## src/rtl/div_pkg.sv

```systemverilog
// Shared types and width-generic helpers for the sequential divider.
// Helpers operate on 32-bit containers and mask to the requested width.
package div_pkg;

    typedef enum logic [1:0] {
        DIV_IDLE,
        DIV_CALC,
        DIV_DONE
    } div_state_t;

    function automatic logic [31:0] width_mask(input int w);
        return 32'hFFFF_FFFF >> (32 - w);
    endfunction

    function automatic logic [31:0] negate(input logic [31:0] v, input int w);
        return (~v + 32'd1) & width_mask(w);
    endfunction

    function automatic logic [31:0] abs_val(input logic [31:0] v, input int w);
        return v[w-1] ? negate(v, w) : (v & width_mask(w));
    endfunction

    function automatic logic [31:0] min_val(input int w);
        return 32'd1 << (w - 1);
    endfunction

    function automatic logic [31:0] max_val(input int w);
        return min_val(w) - 32'd1;
    endfunction

endpackage

```

## src/rtl/div_step.sv

```systemverilog
// One restoring-division iteration: shift in the next dividend bit and
// subtract the divisor magnitude when it fits.
module div_step #(
    parameter int WIDTH = 8
) (
    input  logic [WIDTH:0]   partial,
    input  logic             bit_in,
    input  logic [WIDTH-1:0] divisor,
    output logic [WIDTH:0]   partial_next,
    output logic             q_bit
);

    logic [WIDTH+1:0] shifted;
    logic [WIDTH+1:0] divisor_ext;

    always_comb begin
        shifted      = {partial, bit_in};
        divisor_ext  = {2'b00, divisor};
        q_bit        = (shifted >= divisor_ext);
        partial_next = q_bit ? (WIDTH+1)'(shifted - divisor_ext)
                             : (WIDTH+1)'(shifted);
    end

endmodule

```

## src/rtl/seq_divider.sv

```systemverilog
// Multi-cycle restoring divider, one quotient bit per clock, with
// valid/ready handshakes and divide-by-zero / signed-overflow status.
module seq_divider
    import div_pkg::*;
#(
    parameter int WIDTH = 8
) (
    input  logic             clk,
    input  logic             rst_n,
    input  logic             in_valid,
    output logic             in_ready,
    input  logic             signed_mode,
    input  logic [WIDTH-1:0] dividend,
    input  logic [WIDTH-1:0] divisor,
    output logic             out_valid,
    input  logic             out_ready,
    output logic [WIDTH-1:0] quotient,
    output logic [WIDTH-1:0] remainder,
    output logic             div_by_zero,
    output logic             overflow
);

    localparam int CNT_W = $clog2(WIDTH + 1);
    localparam logic [CNT_W-1:0] LAST_STEP = CNT_W'(WIDTH - 1);

    div_state_t state, next_state;

    logic [CNT_W-1:0] count;
    logic [WIDTH-1:0] work;
    logic [WIDTH-1:0] dvsr_mag;
    logic [WIDTH:0]   partial, partial_next;
    logic             q_bit;
    logic             neg_q, neg_r;

    logic signed [WIDTH-1:0] dividend_s, divisor_s;
    logic             dvd_neg, dvs_neg;
    logic             divisor_zero, minus_one, dividend_min, special;
    logic             accept, last_step, release_out;
    logic [WIDTH-1:0] dvd_mag_in, dvs_mag_in, special_q;
    logic [WIDTH-1:0] q_mag, r_mag, q_final, r_final;

    // Operand decode for the accept cycle.
    always_comb begin
        dividend_s   = dividend;
        divisor_s    = divisor;
        dvd_neg      = signed_mode && (dividend_s < 0);
        dvs_neg      = signed_mode && (divisor_s < 0);
        dvd_mag_in   = dvd_neg ? WIDTH'(abs_val(32'(dividend), WIDTH)) : dividend;
        dvs_mag_in   = dvs_neg ? WIDTH'(abs_val(32'(divisor), WIDTH)) : divisor;
        divisor_zero = (divisor == '0);
        minus_one    = signed_mode && (divisor == '1);
        dividend_min = (dividend == WIDTH'(min_val(WIDTH)));
        special      = divisor_zero || minus_one;
        if (divisor_zero)
            special_q = '0;
        else if (dividend_min)
            special_q = WIDTH'(max_val(WIDTH));
        else
            special_q = WIDTH'(negate(32'(dividend), WIDTH));
    end

    // FSM state register
    always_ff @(posedge clk or negedge rst_n) begin
        if (!rst_n)
            state <= DIV_IDLE;
        else
            state <= next_state;
    end

    always_comb begin
        next_state = state;
        in_ready   = 1'b0;
        out_valid  = 1'b0;
        case (state)
            DIV_IDLE: begin
                in_ready = 1'b1;
                if (in_valid)
                    next_state = special ? DIV_DONE : DIV_CALC;
            end
            DIV_CALC: begin
                if (count == LAST_STEP)
                    next_state = DIV_DONE;
            end
            DIV_DONE: begin
                out_valid = 1'b1;
                if (out_ready)
                    next_state = DIV_IDLE;
            end
            default: next_state = DIV_IDLE;
        endcase
    end

    assign accept      = in_valid && in_ready;
    assign last_step   = (state == DIV_CALC) && (count == LAST_STEP);
    assign release_out = (state == DIV_DONE) && out_ready;

    div_step #(.WIDTH(WIDTH)) u_step (
        .partial      (partial),
        .bit_in       (work[WIDTH-1]),
        .divisor      (dvsr_mag),
        .partial_next (partial_next),
        .q_bit        (q_bit)
    );

    // The final iteration's result goes straight into the output registers.
    always_comb begin
        q_mag   = {work[WIDTH-2:0], q_bit};
        r_mag   = partial_next[WIDTH-1:0];
        q_final = neg_q ? WIDTH'(negate(32'(q_mag), WIDTH)) : q_mag;
        r_final = neg_r ? WIDTH'(negate(32'(r_mag), WIDTH)) : r_mag;
    end

    always_ff @(posedge clk or negedge rst_n) begin
        if (!rst_n)
            count <= '0;
        else if (accept)
            count <= '0;
        else if (state == DIV_CALC)
            count <= count + 1'b1;
    end

    // Working registers need no reset: each accept reloads them.
    always_ff @(posedge clk) begin
        if (accept) begin
            work     <= dvd_mag_in;
            dvsr_mag <= dvs_mag_in;
            partial  <= '0;
            neg_q    <= dvd_neg ^ dvs_neg;
            neg_r    <= dvd_neg;
        end else if (state == DIV_CALC) begin
            work    <= {work[WIDTH-2:0], q_bit};
            partial <= partial_next;
        end
    end

    always_ff @(posedge clk or negedge rst_n) begin
        if (!rst_n) begin
            quotient    <= '0;
            remainder   <= '0;
            div_by_zero <= 1'b0;
            overflow    <= 1'b0;
        end else if (accept && special) begin
            quotient    <= special_q;
            remainder   <= '0;
            div_by_zero <= divisor_zero;
            overflow    <= minus_one && dividend_min;
        end else if (last_step) begin
            quotient    <= q_final;
            remainder   <= r_final;
            div_by_zero <= 1'b0;
            overflow    <= 1'b0;
        end else if (release_out) begin
            quotient    <= '0;
            remainder   <= '0;
            div_by_zero <= 1'b0;
            overflow    <= 1'b0;
        end
    end

endmodule
```

## config.mk

```make
export PLATFORM = sky130hd
export DESIGN_NAME = seq_divider
export DESIGN_NICKNAME = d
export VERILOG_FILES = /design/src/rtl/div_pkg.sv /design/src/rtl/div_step.sv /design/src/rtl/seq_divider.sv
export SDC_FILE = /design/constraint.sdc
export NUM_CORES = 1
export LEC_CHECK = 0
export ABC_AREA = 0
export CORE_MARGIN = 5
export CORE_UTILIZATION = 45
export CTS_CLUSTER_DIAMETER = 60
export DETAILED_ROUTE_END_ITERATION = 10
export GPL_TIMING_DRIVEN = 0
export PLACE_DENSITY = 0.76
export SLEW_MARGIN = 15
export SYNTH_ARGS = -nofsm -noshare
export SYNTH_HDL_FRONTEND = slang
export SYNTH_SLANG_ARGS = --single-unit
```

## constraint.sdc

```tcl
create_clock -name clk -period 5.4 [get_ports clk]
set_input_delay 1.08 -clock clk [delete_from_list [all_inputs] [get_ports clk]]
set_output_delay 1.08 -clock clk [all_outputs]
set_load 0.02 [all_outputs]
```

==> impl_metrics.json <==
{
  "accumulated_negative_setup_slack_ns": 0,
  "period_minus_slack_ns": 3.64,
  "internal_power_uw": 1240,
  "post_route_cells_drive_above_1_share_pct": 6.48,
  "peakVddDrop_v": 0.000290,
  "yosys_most_used_dff": "sky130_fd_sc_hd__dfrtp_1",
  "post_syn_nets": 390,
  "setup_crit_start_kind": "flop",
  "postLayoutSetupSlackWorst_ns": 1.76,
  "first_pass_iters": 5,
  "switching_share_pct": 45.0,
  "synthMostInstantiatedCell": "sky130_fd_sc_hd__nand2_1",
  "clock_tree.htree_level_count": 2,
  "top_cells_by_instance_count_after_synthesis": "sky130_fd_sc_hd__nand2_1, sky130_fd_sc_hd__nor2_1, sky130_fd_sc_hd__o21ai_0",
  "rows": 31,
  "grt_first_pass_wirelength_um": 12500,
  "antennaDiodeCount": 0,
  "dieHeight_um": 94.9,
  "dp_hpwl_um": 5850,
  "proportion_of_synthesized_flip_flops_having_asynchronous_set_or_reset_pct": 47.1,
  "synthToLayoutAreaGrowth_pct": 18.9,
  "grt_setup_unrepaired": "no",
  "worst_pin_slew_ns": 0.902,
  "share_seq_of_total_power_pct": 31.7,
  "cts_root_buf": "sky130_fd_sc_hd__clkbuf_8",
  "boundaryPins": 41,
  "final_net_count": 437,
  "crit_type": "flop to flop",
  "outcome": "completed",
  "cts.reportedPaths.clkPinSlew_ns": 0.10,
  "power-per-cell-area_nw_per_um2": 583,
  "grt.met2_usage_pct": 27.4,
  "dr_total_vias": 2789,
  "data_required_time_of_the_critical_path_ns": 5.61,
  "die_area_um2": 9010,
  "post_synthesis_register_bit_count": 51,
  "antenna_nets_post_route": 0,
  "power_frac_clock_pct": 10.5,
  "number_of_antenna_violations_at_the_first_check_in_global_routing": 0,
  "post_synth_main_area_contributors": "sky130_fd_sc_hd__dfrtp_1, sky130_fd_sc_hd__edfxtp_1, sky130_fd_sc_hd__ha_1, sky130_fd_sc_hd__dfxtp_1, sky130_fd_sc_hd__nand2_1",
  "detail_route.vias_per_cell": 5.58,
  "worst_slew_margin_rel_pct": 39.8,
  "yosys_warnings": 0,
  "grt.overflow.total": 0,
  "grt.met3_usage_pct": 3.19,
  "number_of_global_route_vias_before_repair": 2598,
  "power.leakage_uw": 0.00158,
  "finalWirelength_um": 7530,
  "filler_cell_count": 660,
  "groute.usage.overall_pct": 17.8,
  "drc": 0,
  "cts_resized": 0,
  "tritoncts.num_buffers": 5,
  "finalWeightedCongestion": 0.937,
  "combined_flip_flop_and_latch_cell_area_um2": 1320,
  "effective_utilization_at_floorplan_pct": 45.5,
  "grt_util_met1_pct": 24.9,
  "placement.io_buffers": 40,
  "timing.fmax_mhz": 274,
  "cts.hold.buffers_added": 0,
  "synthesis.instances": 353,
  "starting_drc_count_in_detailed_routing": 168,
  "comb_power_share_pct": 57.8,
  "synth_area_leader_cell": "sky130_fd_sc_hd__dfrtp_1",
  "arrival_time_at_the_worst_endpoint_ns": 3.85,
  "timing.final.setup_violations": 0,
  "layout_worst_path_cycle_share_pct": 67.5,
  "timing.final.hold_violations": 0,
  "avgSynthCellArea_um2": 9.19,
  "clock-skew-final_ns": 0.0124,
  "switching_power_uw": 1010,
  "drv_slew": 0,
  "timing.hold.worst.class": "flop to flop",
  "count_of_flip_flops_with_a_built_in_enable_after_synthesis": 18,
  "yosys.cell_types.count": 57,
  "maxCapViolations": 0,
  "grt_start_max_net_pins": 25,
  "cts_num_sinks": 51,
  "cts_setup_buffers": 0,
  "global_route.peak_usage_layer": "met2",
  "clock_latency_late_sink_ns": 0.32,
  "detail_route.wl_per_cell_um": 15.1,
  "cts.path.max_buffers": 2,
  "preCtsSetupSlack_ns": 1.78,
  "post-synth-top-area-fraction_pct": 18.5,
  "multi_input_comb_area_um2": 1790,
  "sequential_area_share_after_synthesis_pct": 40.7,
  "setup.worst_path.end_class": "flop",
  "die_w_um": 94.9,
  "post_synth_instance_area_um2": 3240,
  "fp.coreArea_um2": 7140,
  "crit_fanout": 10,
  "clock_tree_from_tritoncts": "built"
}
## final timing paths
kind | startpoint | to | slack, ns | cells past startpoint
worst min register to register | overflow$_DFFE_PN0P_ | overflow$_DFFE_PN0P_ | 0.50 | 2
min in group asynchronous | rst_n | quotient[6]$_DFFE_PN0P_ | 0.73 | 1
worst max-delay path | work[7]$_DFFE_PP_ | remainder[6]$_DFFE_PN0P_ | 1.76 | 16
max in group asynchronous | rst_n | count[3]$_DFFE_PN0P_ | 4.29 | 1
worst max register to register | work[7]$_DFFE_PP_ | remainder[6]$_DFFE_PN0P_ | 1.76 | 16
worst min-delay path | overflow$_DFFE_PN0P_ | overflow$_DFFE_PN0P_ | 0.50 | 2
## through the flow
step                      hold slack (ns)  total power (µW)  utilization [%]  instance area, µm²  std cells
after floorplan                     0.448              1620                -                3240        353
after global placement              0.470              1980             52.8                3770        492
after detailed placement            0.476              2010             52.8                3770        492
after CTS                           0.501              2250             54.1                3860        500
after global routing                0.532              2430             54.1                3860        500
final                               0.496              2250             54.1                3860        500
## routing by layer
| layer | wire length [µm] | up-vias |
|---|---|---|
| met5 | 0 | - |
| met3 | 469 | 12 |
| met2 | 3390 | 100 |
| li1 | - | 1363 |
| met1 | 3530 | 1314 |
| met4 | 148 | 0 |
## final cells by class
cell class                      count  share of cell area (%)
Multi-Input combinational cell    271                    46.5
Sequential cell                    51                    34.2
Timing Repair Buffer               40                    10.2
Tap cell                           99                    3.21
Inverter                           23                    2.24
Clock buffer                        5                    1.78
Buffer                              8                    1.10
Clock inverter                      3                   0.681
## state kept, by name, indices dropped and copies added, names as in the netlist
| register | flops |
|---|---|
| remainder | 8 |
| div_by_zero | 1 |
| work | 8 |
| neg_r | 1 |
| quotient | 8 |
| neg_q | 1 |
| dvsr_mag | 8 |
| count | 4 |
| state | 2 |
| partial | 9 |
| overflow | 1 |
## cells in the final DEF (no fill, tap or decap), drive strengths merged, types with 4 or more instances in the layout
| master | n |
|---|---|
| xor2 | 16 |
| nor3 | 10 |
| or3 | 4 |
| a21oi | 18 |
| nor2b | 5 |
| xnor2 | 15 |
| a22o | 4 |
| nor2 | 31 |
| edfxtp | 18 |
| clkbuf | 10 |
| dfxtp | 9 |
| nand2 | 40 |
| buf | 4 |
| nand4 | 5 |
| o21ai | 35 |
| nand2b | 6 |
| nor3b | 4 |
| mux2i | 8 |
| inv | 25 |
| dfrtp | 24 |
| ha | 15 |
| nand3 | 9 |
| clkdlybuf4s50 | 39 |
## power groups by stage
| stage | registers (µW) | logic, µW | clock network (µW) |
|---|---|---|---|
| 2_1_floorplan | 750 | 873 | 0 |
| 3_3_place_gp | 715 | 1260 | 0 |
| 3_5_place_dp | 722 | 1290 | 0 |
| 4_1_cts | 712 | 1300 | 240 |
| 5_1_grt | 734 | 1440 | 256 |
| 6_report | 714 | 1300 | 236 |
## worst max-delay path, cell delays in order (launching register included)
cell                       delay (ns)
sky130_fd_sc_hd__edfxtp_1        0.42
sky130_fd_sc_hd__inv_1           0.08
sky130_fd_sc_hd__ha_1            0.16
sky130_fd_sc_hd__inv_1           0.06
sky130_fd_sc_hd__fa_1            0.39
sky130_fd_sc_hd__nand3_1         0.17
sky130_fd_sc_hd__a21oi_2         0.11
sky130_fd_sc_hd__nor4b_4         0.56
sky130_fd_sc_hd__buf_4           0.31
sky130_fd_sc_hd__nor2_1          0.07
sky130_fd_sc_hd__a21oi_1         0.28
sky130_fd_sc_hd__ha_1            0.27
sky130_fd_sc_hd__nand2_1         0.10
sky130_fd_sc_hd__nor2_1          0.13
sky130_fd_sc_hd__o32ai_2         0.10
sky130_fd_sc_hd__xnor2_1         0.14
sky130_fd_sc_hd__a22o_1          0.17
## logic make-up after synthesis
family / synth area share, %
and+or+nand+nor: 18.7
DFF: 40.7
adders and majority gates: 6.40
AOI/OAI and AO/OA: 18.4
xor gates and xnor gates: 8.37
muxes: 3.51
buffers and inverters: 3.97
Note: power is estimated with default switching activity, not from simulation.
